[src/rtl/fetch_stage.sv]
// fetch_stage: PC, instruction fetch, one-entry skid buffer and IF/ID register.
// Optional FETCH_STAGE_PERF_EN adds the perf_fetched counter of instructions entering IF/ID.
module fetch_stage #(
   parameter int ADDR_W = 32,
   parameter int INSTR_W = 32,
   parameter logic [ADDR_W-1:0] RESET_PC = '0,
   parameter int PC_INCR = 4,
   parameter logic [INSTR_W-1:0] BUBBLE = 32'hC000_0000
) (
   input  logic               clk,
   input  logic               rst,
   input  logic               stall,
   input  logic               redirect,
   input  logic [ADDR_W-1:0]  redirect_pc,
   output logic               imem_req,
   output logic [ADDR_W-1:0]  imem_addr,
   input  logic               imem_ready,
   input  logic [INSTR_W-1:0] imem_rdata,
   output logic               if_valid,
   output logic [INSTR_W-1:0] if_instr,
   output logic [ADDR_W-1:0]  if_pc,
   output logic [1:0]         instruction_type,
   output logic [4:0]         func
`ifdef FETCH_STAGE_PERF_EN
   ,
   output logic [31:0]        perf_fetched
`endif
);
   typedef enum logic [1:0] {BOOT, FETCH, HELD} state_t;
   state_t state, state_nx;
   logic [ADDR_W-1:0] pc, pc_nx, if_pc_nx, skid_pc, skid_pc_nx;
   logic [INSTR_W-1:0] if_instr_nx, skid_instr, skid_instr_nx;
   logic if_valid_nx;
   always_ff @(posedge clk or posedge rst)
      if (rst) begin
         state <= BOOT;
         pc <= RESET_PC;
         if_valid <= 1'b0;
         if_instr <= BUBBLE;
         if_pc <= '0;
         skid_instr <= '0;
         skid_pc <= '0;
      end else begin
         state <= state_nx;
         pc <= pc_nx;
         if_valid <= if_valid_nx;
         if_instr <= if_instr_nx;
         if_pc <= if_pc_nx;
         skid_instr <= skid_instr_nx;
         skid_pc <= skid_pc_nx;
      end
   always_comb
      state_nx = state == BOOT  ? FETCH :
                 state == FETCH ? ((!redirect && stall && imem_ready) ? HELD : FETCH) :
                 state == HELD  ? ((redirect || !stall) ? FETCH : HELD) : BOOT;
   // Skid only fills while stalled, so its pc always equals the held pc.
   always_comb begin
      pc_nx = pc;
      if_valid_nx = if_valid;
      if_instr_nx = if_instr;
      if_pc_nx = if_pc;
      skid_instr_nx = skid_instr;
      skid_pc_nx = skid_pc;
      if (state == FETCH) begin
         if (redirect) begin
            pc_nx = redirect_pc;
            if_valid_nx = 1'b0;
            if_instr_nx = BUBBLE;
            if_pc_nx = '0;
         end else if (stall) begin
            if (imem_ready) begin
               skid_instr_nx = imem_rdata;
               skid_pc_nx = pc;
            end
         end else if (imem_ready) begin
            if_valid_nx = 1'b1;
            if_instr_nx = imem_rdata;
            if_pc_nx = pc;
            pc_nx = pc + ADDR_W'(PC_INCR);
         end else begin
            if_valid_nx = 1'b0;
            if_instr_nx = BUBBLE;
            if_pc_nx = '0;
         end
      end else if (state == HELD) begin
         if (redirect) begin
            pc_nx = redirect_pc;
            if_valid_nx = 1'b0;
            if_instr_nx = BUBBLE;
            if_pc_nx = '0;
         end else if (!stall) begin
            if_valid_nx = 1'b1;
            if_instr_nx = skid_instr;
            if_pc_nx = skid_pc;
            pc_nx = pc + ADDR_W'(PC_INCR);
         end
      end
   end
   assign imem_req = state == FETCH;
   assign imem_addr = pc;
   assign instruction_type = if_instr[INSTR_W-1 -: 2];
   assign func = if_instr[INSTR_W-3 -: 5];
`ifdef FETCH_STAGE_PERF_EN
   logic accept;
   assign accept = !redirect && !stall && ((state == FETCH && imem_ready) || state == HELD);
   always_ff @(posedge clk or posedge rst)
      if (rst) perf_fetched <= '0;
      else if (accept) perf_fetched <= perf_fetched + 32'd1;
`endif
endmodule
[config.mk]
export PLATFORM = sky130hd
export DESIGN_NAME = fetch_stage
export DESIGN_NICKNAME = d
export VERILOG_FILES = /design/src/rtl/fetch_stage.sv
export SDC_FILE = /design/constraint.sdc
export NUM_CORES = 1
export LEC_CHECK = 0
export BUFFER_PORTS_ARGS = -buffer_cell sky130_fd_sc_hd__buf_2
export CORE_UTILIZATION = 60
export CTS_BUF_LIST = sky130_fd_sc_hd__clkbuf_8
export CTS_CLUSTER_DIAMETER = 120
export DETAILED_ROUTE_END_ITERATION = 10
export GPL_TIMING_DRIVEN = 1
export MAX_ROUTING_LAYER = met4
export PLACE_DENSITY = 0.95
export SLEW_MARGIN = 20
export SYNTH_ARGS = -nofsm -noshare
export SYNTH_HDL_FRONTEND = slang
export SYNTH_SLANG_ARGS = --single-unit
[constraint.sdc]
create_clock -name clk -period 6.95 [get_ports clk]
set_input_delay 0 -clock clk [delete_from_list [all_inputs] [get_ports clk]]
set_output_delay 0 -clock clk [all_outputs]
set_load 0.005 [all_outputs]
==> results.json, run 1 <==
{
  "h-tree-depth": 4,
  "crit_path_end_kind": "flip-flop",
  "antenna_found_initial": 0,
  "insertion_delay_ps": 460,
  "cp-start-kind": "flip-flop",
  "cts_buffers": 17,
  "hold_buffers": 67,
  "portBuffers": 173,
  "power_leakage_nw": 4.31,
  "num_rows": 40,
  "clk_pin_slew_ps": 80,
  "grt_pass1_vias": 6870,
  "period_minus_slack_ps": 2620,
  "fin_skew_ps": 6.90,
  "yosys.area.top_type": "dfrtp_1",
  "hpwlAfterDp_mm": 11.6,
  "grt_max_degree": 91,
  "drive_gt1_frac": 0.329,
  "ctsResizeCount": 0,
  "rsz0062_at_grt": "no",
  "synthArstFlopShare": 1.00,
  "track_usage": 0.354,
  "min_path_type": "input port to asynchronous set/reset pin",
  "p_comb_frac": 0.357,
  "synth.avg_cell_area_sq_um": 10.7,
  "drt_wl_total_mm": 21.0,
  "ys_types": 55,
  "post_cts_buffers": 0,
  "drt_iter0_drc": 842,
  "power_frac_seq": 0.455,
  "fin_area_sq_um": 9430,
  "setup_tns_ps": 0,
  "sw_frac_of_total": 0.383,
  "synth_cells": 695,
  "synth_top_cell_area_share": 0.542,
  "r2r-start": "state[0]",
  "io_pins": 174,
  "vdd_drop_max_uv": 263,
  "r2r_cells": 6,
  "synth_area_sq_um": 7440,
  "cp_slowest_stage_delay_ps": 630,
  "p_int_w": 0.00249,
  "start_util": 0.617,
  "path_max_fanout": 26,
  "min_period_over_period": 0.377,
  "worstReg2RegEnd": "imem_addr[30]",
  "synth_edf_count": 0,
  "tightest_slew_ps": 934,
  "startpoint": "state[0]",
  "hold_viol": 0,
  "synthTopCellsByArea": "dfrtp_1 54%, mux2_2 9.7%, nor2_1 7.3%, a221oi_1 7.3%, a21oi_1 1.9%",
  "p_switching_w": 0.00155,
  "ant_nets": 0,
  "cellPowerDensity_nw_per_um2": 428,
  "synth_fp_nets": 768,
  "ys_ff_latch": 163,
  "fmax_mhz": 382,
  "synth_sequential_area_ratio": 0.549,
  "status": "complete, no violations",
  "drtPass1Iterations": 6,
  "clockPowerShare": 0.188,
  "grt_pass1_wl_mm": 33.9,
  "cp.required_ps": 7290,
  "wl_per_cell_microns": 19.5,
  "globalRouteOverflowTotal": 0,
  "layout_setup_ws_ps": 4330,
  "cts-root-buf": "clkbuf_8",
  "dieArea_sq_um": 12800,
  "syn_to_final_growth_pct": 26.8,
  "synth_ff_type": "dfrtp_1",
  "diodes": 0,
  "report.final.slew_viol_count": 0,
  "yosysWarnings": 0,
  "coreArea_sq_um": 12100,
  "path_class": "flip-flop to flip-flop",
  "die_height_microns": 113,
  "placed_cell_area_sq_um": 8310,
  "slew_headroom": 0.377,
  "path_cells": "ha_1 > nor2_1 > o221a_2 > and3_1 > nand4_1 > nor3b_2",
  "routed_via_density": 6.25,
  "gp_congestion": 0.926,
  "clock_path_buffers": 2,
  "maxCapViolCount": 0,
  "finalNetCount": 970,
  "vias": 6736,
  "finalSetupViolCount": 0,
  "critPathArrivalTime_ps": 2960,
  "drcViolationCount": 0,
  "die_w_microns": 113,
  "cts_tree": "built",
  "cp_slowest_cell": "o221a_2",
  "cts_sinks": 163,
  "rrSetupSlack_ps": 4330,
  "post-place-ws_ps": 4290
}
==> per-layer routing <==
metal	track usage	wire, microns	vias to the layer above
met5	-	0	-
li1	-	-	2927
met3	0.0734	1990	85
met1	0.416	7960	3259
met4	0.200	808	0
met2	0.571	10300	465
==> layout make-up <==
class	count	area, sq um
Clock buffer	19	262
Clock inverter	13	183
Fill cell	715	2630
Inverter	7	31.3
Multi-Input combinational cell	462	3080
Sequential cell	163	4080
Tap cell	168	210
Timing Repair Buffer	246	1580
==> cells by family after synthesis <==
| family | Yosys count | share of synthesized area |
|---|---|---|
| AO/OA/AOI/OAI | 154 | 0.150 |
| XOR/XNOR | 1 | 0.00118 |
| adder cells (fa/ha/maj) | 4 | 0.00673 |
| buffers and inverters | 70 | 0.0437 |
| flip-flops | 163 | 0.549 |
| multiplexers | 67 | 0.101 |
| AND/OR/NAND/NOR | 236 | 0.149 |
==> worst max-delay path, delay by kind of cell, from the launching register on <==
kind                     cells  cell delay, ps
adder cells (fa/ha/maj)      1             370
AND/OR/NAND/NOR              4            1080
AO/OA/AOI/OAI                1             630
flip-flops                   1             410
==> synthesized netlist by cell type (all sizes together), types with 3 or more instances <==
| cell type | instances |
|---|---|
| ha | 4 |
| o221a | 3 |
| o21ai | 29 |
| nand2 | 21 |
| a221oi | 62 |
| nor3 | 7 |
| a211oi | 3 |
| mux2i | 3 |
| nand2b | 3 |
| a21oi | 28 |
| nand3 | 21 |
| dfrtp | 161 |
| nand4 | 12 |
| o22a | 5 |
| a22oi | 3 |
| and3 | 8 |
| and4 | 3 |
| inv | 7 |
| mux2 | 64 |
| clkbuf | 33 |
| nor2 | 147 |
| nor4 | 5 |
| buf | 30 |
| a31oi | 3 |
| o22ai | 6 |
==> worst max path at each step <==
stage / endpoint / slack (ps) / depth (start not counted)
floorplan: if_instr[0] / 2550 / 1
global placement: if_instr[29] / 4410 / 6
detailed placement: if_instr[22] / 4290 / 6
CTS: imem_addr[30] / 4410 / 6
global route: imem_addr[30] / 4240 / 7
finish: imem_addr[30] / 4330 / 6
==> flip-flops by register name, summed over array words and instances (netlist names) <==
signal / flops
imem_addr: 32
if_pc: 32
state: 2
if_valid: 1
if_instr: 32
skid_pc: 32
skid_instr: 32
==> per-stage QoR <==
| stage | util | hold slack [ps] | power, W | std cells |
|---|---|---|---|---|
| floorplan | - | 150 | 0.00262 | 695 |
| global placement | 0.689 | 205 | 0.00309 | 979 |
| detailed placement | 0.689 | 207 | 0.00318 | 979 |
| CTS | 0.782 | 230 | 0.00396 | 1078 |
| global route | 0.782 | 292 | 0.00427 | 1078 |
| finish | 0.782 | 275 | 0.00403 | 1078 |
==> power by group through the flow <==
| stage | registers (W) | clock network (W) | logic (W) |
|---|---|---|---|
| 2_1_floorplan | 0.00171 | 0 | 0.000906 |
| 3_3_place_gp | 0.00179 | 0 | 0.00131 |
| 3_5_place_dp | 0.00181 | 0 | 0.00136 |
| 4_1_cts | 0.00180 | 0.000762 | 0.00140 |
| 5_1_grt | 0.00189 | 0.000803 | 0.00158 |
| 6_report | 0.00184 | 0.000759 | 0.00144 |
==> cells in the final DEF, fill, tap and decap left out, drive strengths merged, types with 5 or more instances in the layout <==
cell	netlist	final
inv	7	7
and3	8	8
nor2	147	147
o22a	5	5
buf	30	179
nand3	21	21
clkbuf	33	19
nor4	5	5
dfrtp	161	161
a21oi	28	28
nor3	7	7
a221oi	62	62
o21ai	29	29
o22ai	6	6
nand2	21	21
dlygate4sd3	0	67
clkinv	0	5
mux2	64	64
nand4	12	12
Power figures use the tool's default switching activity.
==> run 2: changes to the inputs <==
--- a/config.mk
+++ b/config.mk
@@ -6,13 +6,13 @@
 export NUM_CORES = 1
 export LEC_CHECK = 0
 export BUFFER_PORTS_ARGS = -buffer_cell sky130_fd_sc_hd__buf_2
-export CORE_UTILIZATION = 60
+export CORE_UTILIZATION = 50
 export CTS_BUF_LIST = sky130_fd_sc_hd__clkbuf_8
 export CTS_CLUSTER_DIAMETER = 120
 export DETAILED_ROUTE_END_ITERATION = 10
 export GPL_TIMING_DRIVEN = 1
 export MAX_ROUTING_LAYER = met4
-export PLACE_DENSITY = 0.95
+export PLACE_DENSITY = 0.89
 export SLEW_MARGIN = 20
 export SYNTH_ARGS = -nofsm -noshare
 export SYNTH_HDL_FRONTEND = slang
==> constraint.sdc (replaced) <==
create_clock -name clk -period 2.1 [get_ports clk]
set_input_delay 0 -clock clk [delete_from_list [all_inputs] [get_ports clk]]
set_output_delay 0 -clock clk [all_outputs]
set_load 0.005 [all_outputs]
==> results.json, run 2 (synthesis results as in run 1) <==
{
  "status": "complete, no violations",
  "fin_area_sq_um": 9740,
  "hold_viol": 0,
  "gp_congestion": 0.872,
  "drt_wl_total_mm": 21.5,
  "cts_sinks": 163,
  "period_minus_slack_ps": 2000,
  "cts-root-buf": "clkbuf_8",
  "min_path_type": "input port to flip-flop",
  "crit_path_end_kind": "flip-flop",
  "slew_headroom": 0.332,
  "cp_slowest_stage_delay_ps": 390,
  "path_class": "flip-flop to flip-flop",
  "drt_iter0_drc": 729,
  "die_w_microns": 124,
  "coreArea_sq_um": 14500,
  "vdd_drop_max_uv": 875,
  "min_period_over_period": 0.954,
  "start_util": 0.512,
  "cp-start-kind": "flip-flop",
  "grt_pass1_wl_mm": 34.3,
  "syn_to_final_growth_pct": 30.9,
  "dieArea_sq_um": 15400,
  "globalRouteOverflowTotal": 0,
  "report.final.slew_viol_count": 0,
  "track_usage": 0.304,
  "setup_tns_ps": 0,
  "power_leakage_nw": 4.45,
  "cp.required_ps": 2430,
  "path_max_fanout": 10,
  "placed_cell_area_sq_um": 8630,
  "tightest_slew_ps": 1000,
  "fmax_mhz": 499,
  "drcViolationCount": 0,
  "finalSetupViolCount": 0,
  "fin_skew_ps": 19.4,
  "path_cells": "inv_1 > ha_2 > nand2b_1 > o221ai_2 > buf_4 > nor2_1 > a311oi_1 > a211oi_1",
  "fin_cells": 1125,
  "cp_slowest_cell": "dfrtp_1",
  "rsz0062_at_grt": "no",
  "routed_via_density": 6.06,
  "insertion_delay_ps": 470,
  "num_rows": 44,
  "cts_tree": "built",
  "h-tree-depth": 4,
  "finalNetCount": 1001,
  "drtPass1Iterations": 5,
  "clk_pin_slew_ps": 90,
  "cts_buffers": 17,
  "clock_path_buffers": 2,
  "maxCapViolCount": 0,
  "layout_setup_ws_ps": 95.7,
  "grt_max_degree": 62,
  "ant_nets": 0,
  "antenna_found_initial": 0,
  "post-place-ws_ps": 59.7,
  "io_pins": 174,
  "vias": 6814,
  "cellPowerDensity_nw_per_um2": 1380,
  "hpwlAfterDp_mm": 12.8,
  "final_common_cell": "buf_2",
  "wl_per_cell_microns": 19.1,
  "critPathArrivalTime_ps": 2340,
  "die_height_microns": 124,
  "drive_gt1_frac": 0.353,
  "portBuffers": 173,
  "diodes": 0,
  "dp_cells": 1024,
  "grt_pass1_vias": 6653,
  "layout_common_cells": "173 x buf_2, 161 x dfrtp_1, 144 x nor2_1"
}
-- run 2: power breakdown --
group          total, W  switching, W  internal (W)
Clock           0.00237       0.00124       0.00113
Sequential      0.00590       0.00124       0.00466
Combinational   0.00521       0.00272       0.00248
-- run 2: final cells by class --
| class | instances | area [sq um] |
|---|---|---|
| clock buffer | 19 | 262 |
| multi-input combinational | 463 | 3090 |
| inverter | 7 | 30.0 |
| fill | 1038 | 4800 |
| tap | 184 | 230 |
| timing repair buffer | 276 | 1890 |
| clock inverter | 13 | 151 |
| sequential | 163 | 4080 |
-- run 2: metal layers --
metal / global-route usage / wire length (microns)
met5: - / 0
met4: 0.129 / 571
met3: 0.0765 / 1840
met2: 0.478 / 10600
met1: 0.375 / 8490
-- run 2: worst paths after layout --
check / start / to / slack [ps] / cells past startpoint
max: state[1] / imem_addr[24] / 100 / 8
min: stall / state[1] / 30 / 3
max reg2reg: state[1] / imem_addr[24] / 100 / 8
min reg2reg: skid_pc[6] / skid_pc[6] / 490 / 2
max in group asynchronous: rst / if_pc[20] / 1300 / 4
min in group asynchronous: rst / if_pc[8] / 70 / 3
-- run 2: timing repair --
item	CTS	global route
hold buffers	67	0
setup buffers	0	1
setup endpoints to repair	0	72
gates resized for setup	0	5
endpoints found under the hold margin	260	0
-- run 2: worst max-delay path: cells and delay by family, from the launching register on --
kind | cells | cell delay, ps
AO/OA/AOI/OAI | 3 | 650
adder cells (fa/ha/maj) | 1 | 300
buffers and inverters | 2 | 300
flip-flops | 1 | 390
AND/OR/NAND/NOR | 2 | 240
-- run 2: through the flow --
| step | hold WS [ps] | util | power [W] |
|---|---|---|---|
| CTS | 6.61 | 0.668 | 0.0133 |
| detailed placement | -20.0 | 0.593 | 0.0109 |
| floorplan | 150 | - | 0.00867 |
| global route | 53.6 | 0.670 | 0.0145 |
| finish | 29.9 | 0.670 | 0.0135 |
| global placement | -19.1 | 0.593 | 0.0106 |
==> run 3: changes to the inputs <==
--- a/config.mk
+++ b/config.mk
@@ -6,13 +6,13 @@
 export NUM_CORES = 1
 export LEC_CHECK = 0
 export BUFFER_PORTS_ARGS = -buffer_cell sky130_fd_sc_hd__buf_2
-export CORE_UTILIZATION = 50
+export CORE_UTILIZATION = 56
 export CTS_BUF_LIST = sky130_fd_sc_hd__clkbuf_8
 export CTS_CLUSTER_DIAMETER = 120
 export DETAILED_ROUTE_END_ITERATION = 10
 export GPL_TIMING_DRIVEN = 1
 export MAX_ROUTING_LAYER = met4
-export PLACE_DENSITY = 0.89
+export PLACE_DENSITY = 0.94
 export SLEW_MARGIN = 20
 export SYNTH_ARGS = -nofsm -noshare
 export SYNTH_HDL_FRONTEND = slang
==> constraint.sdc (replaced) <==
create_clock -name clk -period 1.85 [get_ports clk]
set_input_delay 0 -clock clk [delete_from_list [all_inputs] [get_ports clk]]
set_output_delay 0 -clock clk [all_outputs]
set_load 0.005 [all_outputs]
==> results.json, run 3 (synthesis results as in run 1) <==
{
  "power_leakage_nw": 4.73,
  "rsz0062_at_grt": "yes",
  "path_cells": "ha_4 > buf_6 > nand2_4 > nor2_4 > buf_4 > clkbuf_16 > a221oi_1 > nor2_1",
  "finalNetCount": 1032,
  "rrSetupSlack_ps": -2,
  "drt_iter0_drc": 903,
  "critPathArrivalTime_ps": 2190,
  "drive_gt1_frac": 0.396,
  "grt_max_degree": 115,
  "dieArea_sq_um": 13700,
  "met3_usage": 0.0875,
  "io_pins": 174,
  "path_max_fanout": 31,
  "cp-start-kind": "flip-flop",
  "fin_area_sq_um": 10300,
  "grt_pass1_vias": 6794,
  "layout_common_cells": "173 x buf_2, 160 x dfrtp_1, 143 x nor2_1",
  "crit_path_end_kind": "flip-flop",
  "drt_wl_total_mm": 25.2,
  "ant_nets": 0,
  "setup_tns_ps": -2.36,
  "status": "complete, but fails checks",
  "num_rows": 41,
  "insertion_delay_ps": 450,
  "grt_pass1_wl_mm": 34.6,
  "cts_tree": "built",
  "h-tree-depth": 4,
  "vdd_drop_max_uv": 933,
  "path_class": "flip-flop to flip-flop",
  "cts_buffers": 17,
  "portBuffers": 173,
  "wl_per_cell_microns": 22.0,
  "period_minus_slack_ps": 1850,
  "hold_viol": 0,
  "cts-root-buf": "clkbuf_8",
  "globalRouteOverflowTotal": 0,
  "cts_sinks": 163,
  "syn_to_final_growth_pct": 38.2,
  "vias": 7300,
  "fmax_mhz": 540,
  "slew_headroom": 0.580,
  "drtPass1Iterations": 6,
  "report.final.slew_viol_count": 0,
  "clock_path_buffers": 2,
  "cp_slowest_stage_delay_ps": 420,
  "drcViolationCount": 0,
  "fin_skew_ps": 13.8,
  "min_period_over_period": 1.00,
  "finalSetupViolCount": 1,
  "layout_setup_ws_ps": -2.36,
  "post-route-util": 0.805,
  "cp_slowest_cell": "dfrtp_1",
  "min_path_type": "input port to flip-flop",
  "start_util": 0.582,
  "violations": "setup timing",
  "use_met2": 0.545,
  "routed_via_density": 6.38,
  "gr-usage-met1": 0.412,
  "maxCapViolCount": 0,
  "top_usage_layer": "met2",
  "path_delay_family": "buffers and inverters",
  "hpwlAfterDp_mm": 13.3,
  "placed_cell_area_sq_um": 8760,
  "tightest_slew_ps": 631,
  "track_usage": 0.347,
  "final_common_cell": "buf_2",
  "coreArea_sq_um": 12800,
  "path_buf_inv": 3,
  "die_height_microns": 117,
  "gp_congestion": 0.891,
  "die_w_microns": 117,
  "antenna_found_initial": 1,
  "finalPower_w": 0.0164,
  "cellPowerDensity_nw_per_um2": 1600,
  "clk_pin_slew_ps": 90,
  "cp.required_ps": 2180
}
==> run 3: worst paths after layout <==
| check | start | endpoint | cells after the start |
|---|---|---|---|
| max in group asynchronous | rst | skid_pc[20] | 4 |
| worst min register to register | if_valid | if_valid | 2 |
| worst max register to register | state[0] | if_pc[6] | 8 |
| worst min-delay path | redirect_pc[26] | imem_addr[26] | 4 |
| worst max-delay path | state[0] | if_pc[6] | 8 |
| min in group asynchronous | rst | if_pc[6] | 4 |
==> run 3: repair_timing <==
item / CTS / global route
gates resized for setup: 2 / 35
setup endpoints to repair: 9 / 143
hold buffers: 66 / 0
pin swaps: 4 / 9
gates cloned: 1 / 12
endpoints found under the hold margin: 259 / 0
setup buffers: 2 / 5
==> run 3: routing by layer <==
layer	vias to the layer above	wire length (microns)
met4	0	1150
met2	563	12600
met5	-	0
met3	125	2440
li1	3071	-
met1	3541	8980
==> run 3: worst reg2reg max path, stage by stage (launching register included) <==
cell and delay (ps):
dfrtp_1 420, ha_4 200, buf_6 140, nand2_4 70, nor2_4 70, buf_4 160, clkbuf_16 210, a221oi_1 370
nor2_1 90
==> run 3: cell type report <==
type | instances | area [sq um]
Sequential cell | 163 | 4080
Multi-Input combinational cell | 464 | 3260
Fill cell | 678 | 2490
Timing Repair Buffer | 306 | 2280
Clock buffer | 20 | 275
Tap cell | 172 | 215
Clock inverter | 12 | 140
Inverter | 7 | 30.0
Antenna cell | 1 | 2.50
==> run 3: where the power goes <==
| group | switching, W | internal, W | total [W] |
|---|---|---|---|
| logic | 0.00368 | 0.00332 | 0.00700 |
| registers | 0.00141 | 0.00530 | 0.00671 |
| clock network | 0.00129 | 0.00142 | 0.00271 |
| total | 0.00638 | 0.0100 | 0.0164 |
==> run 3: metrics by stage <==
step / worst slack (ps) / hold slack (ps) / instances
floorplan: -219 / 150 / 695
global placement: 34.0 / 234 / 1028
detailed placement: -11.5 / 236 / 1028
CTS: -22.3 / 13.3 / 1129
global route: -64.1 / 111 / 1145
finish: -2.36 / 104 / 1145
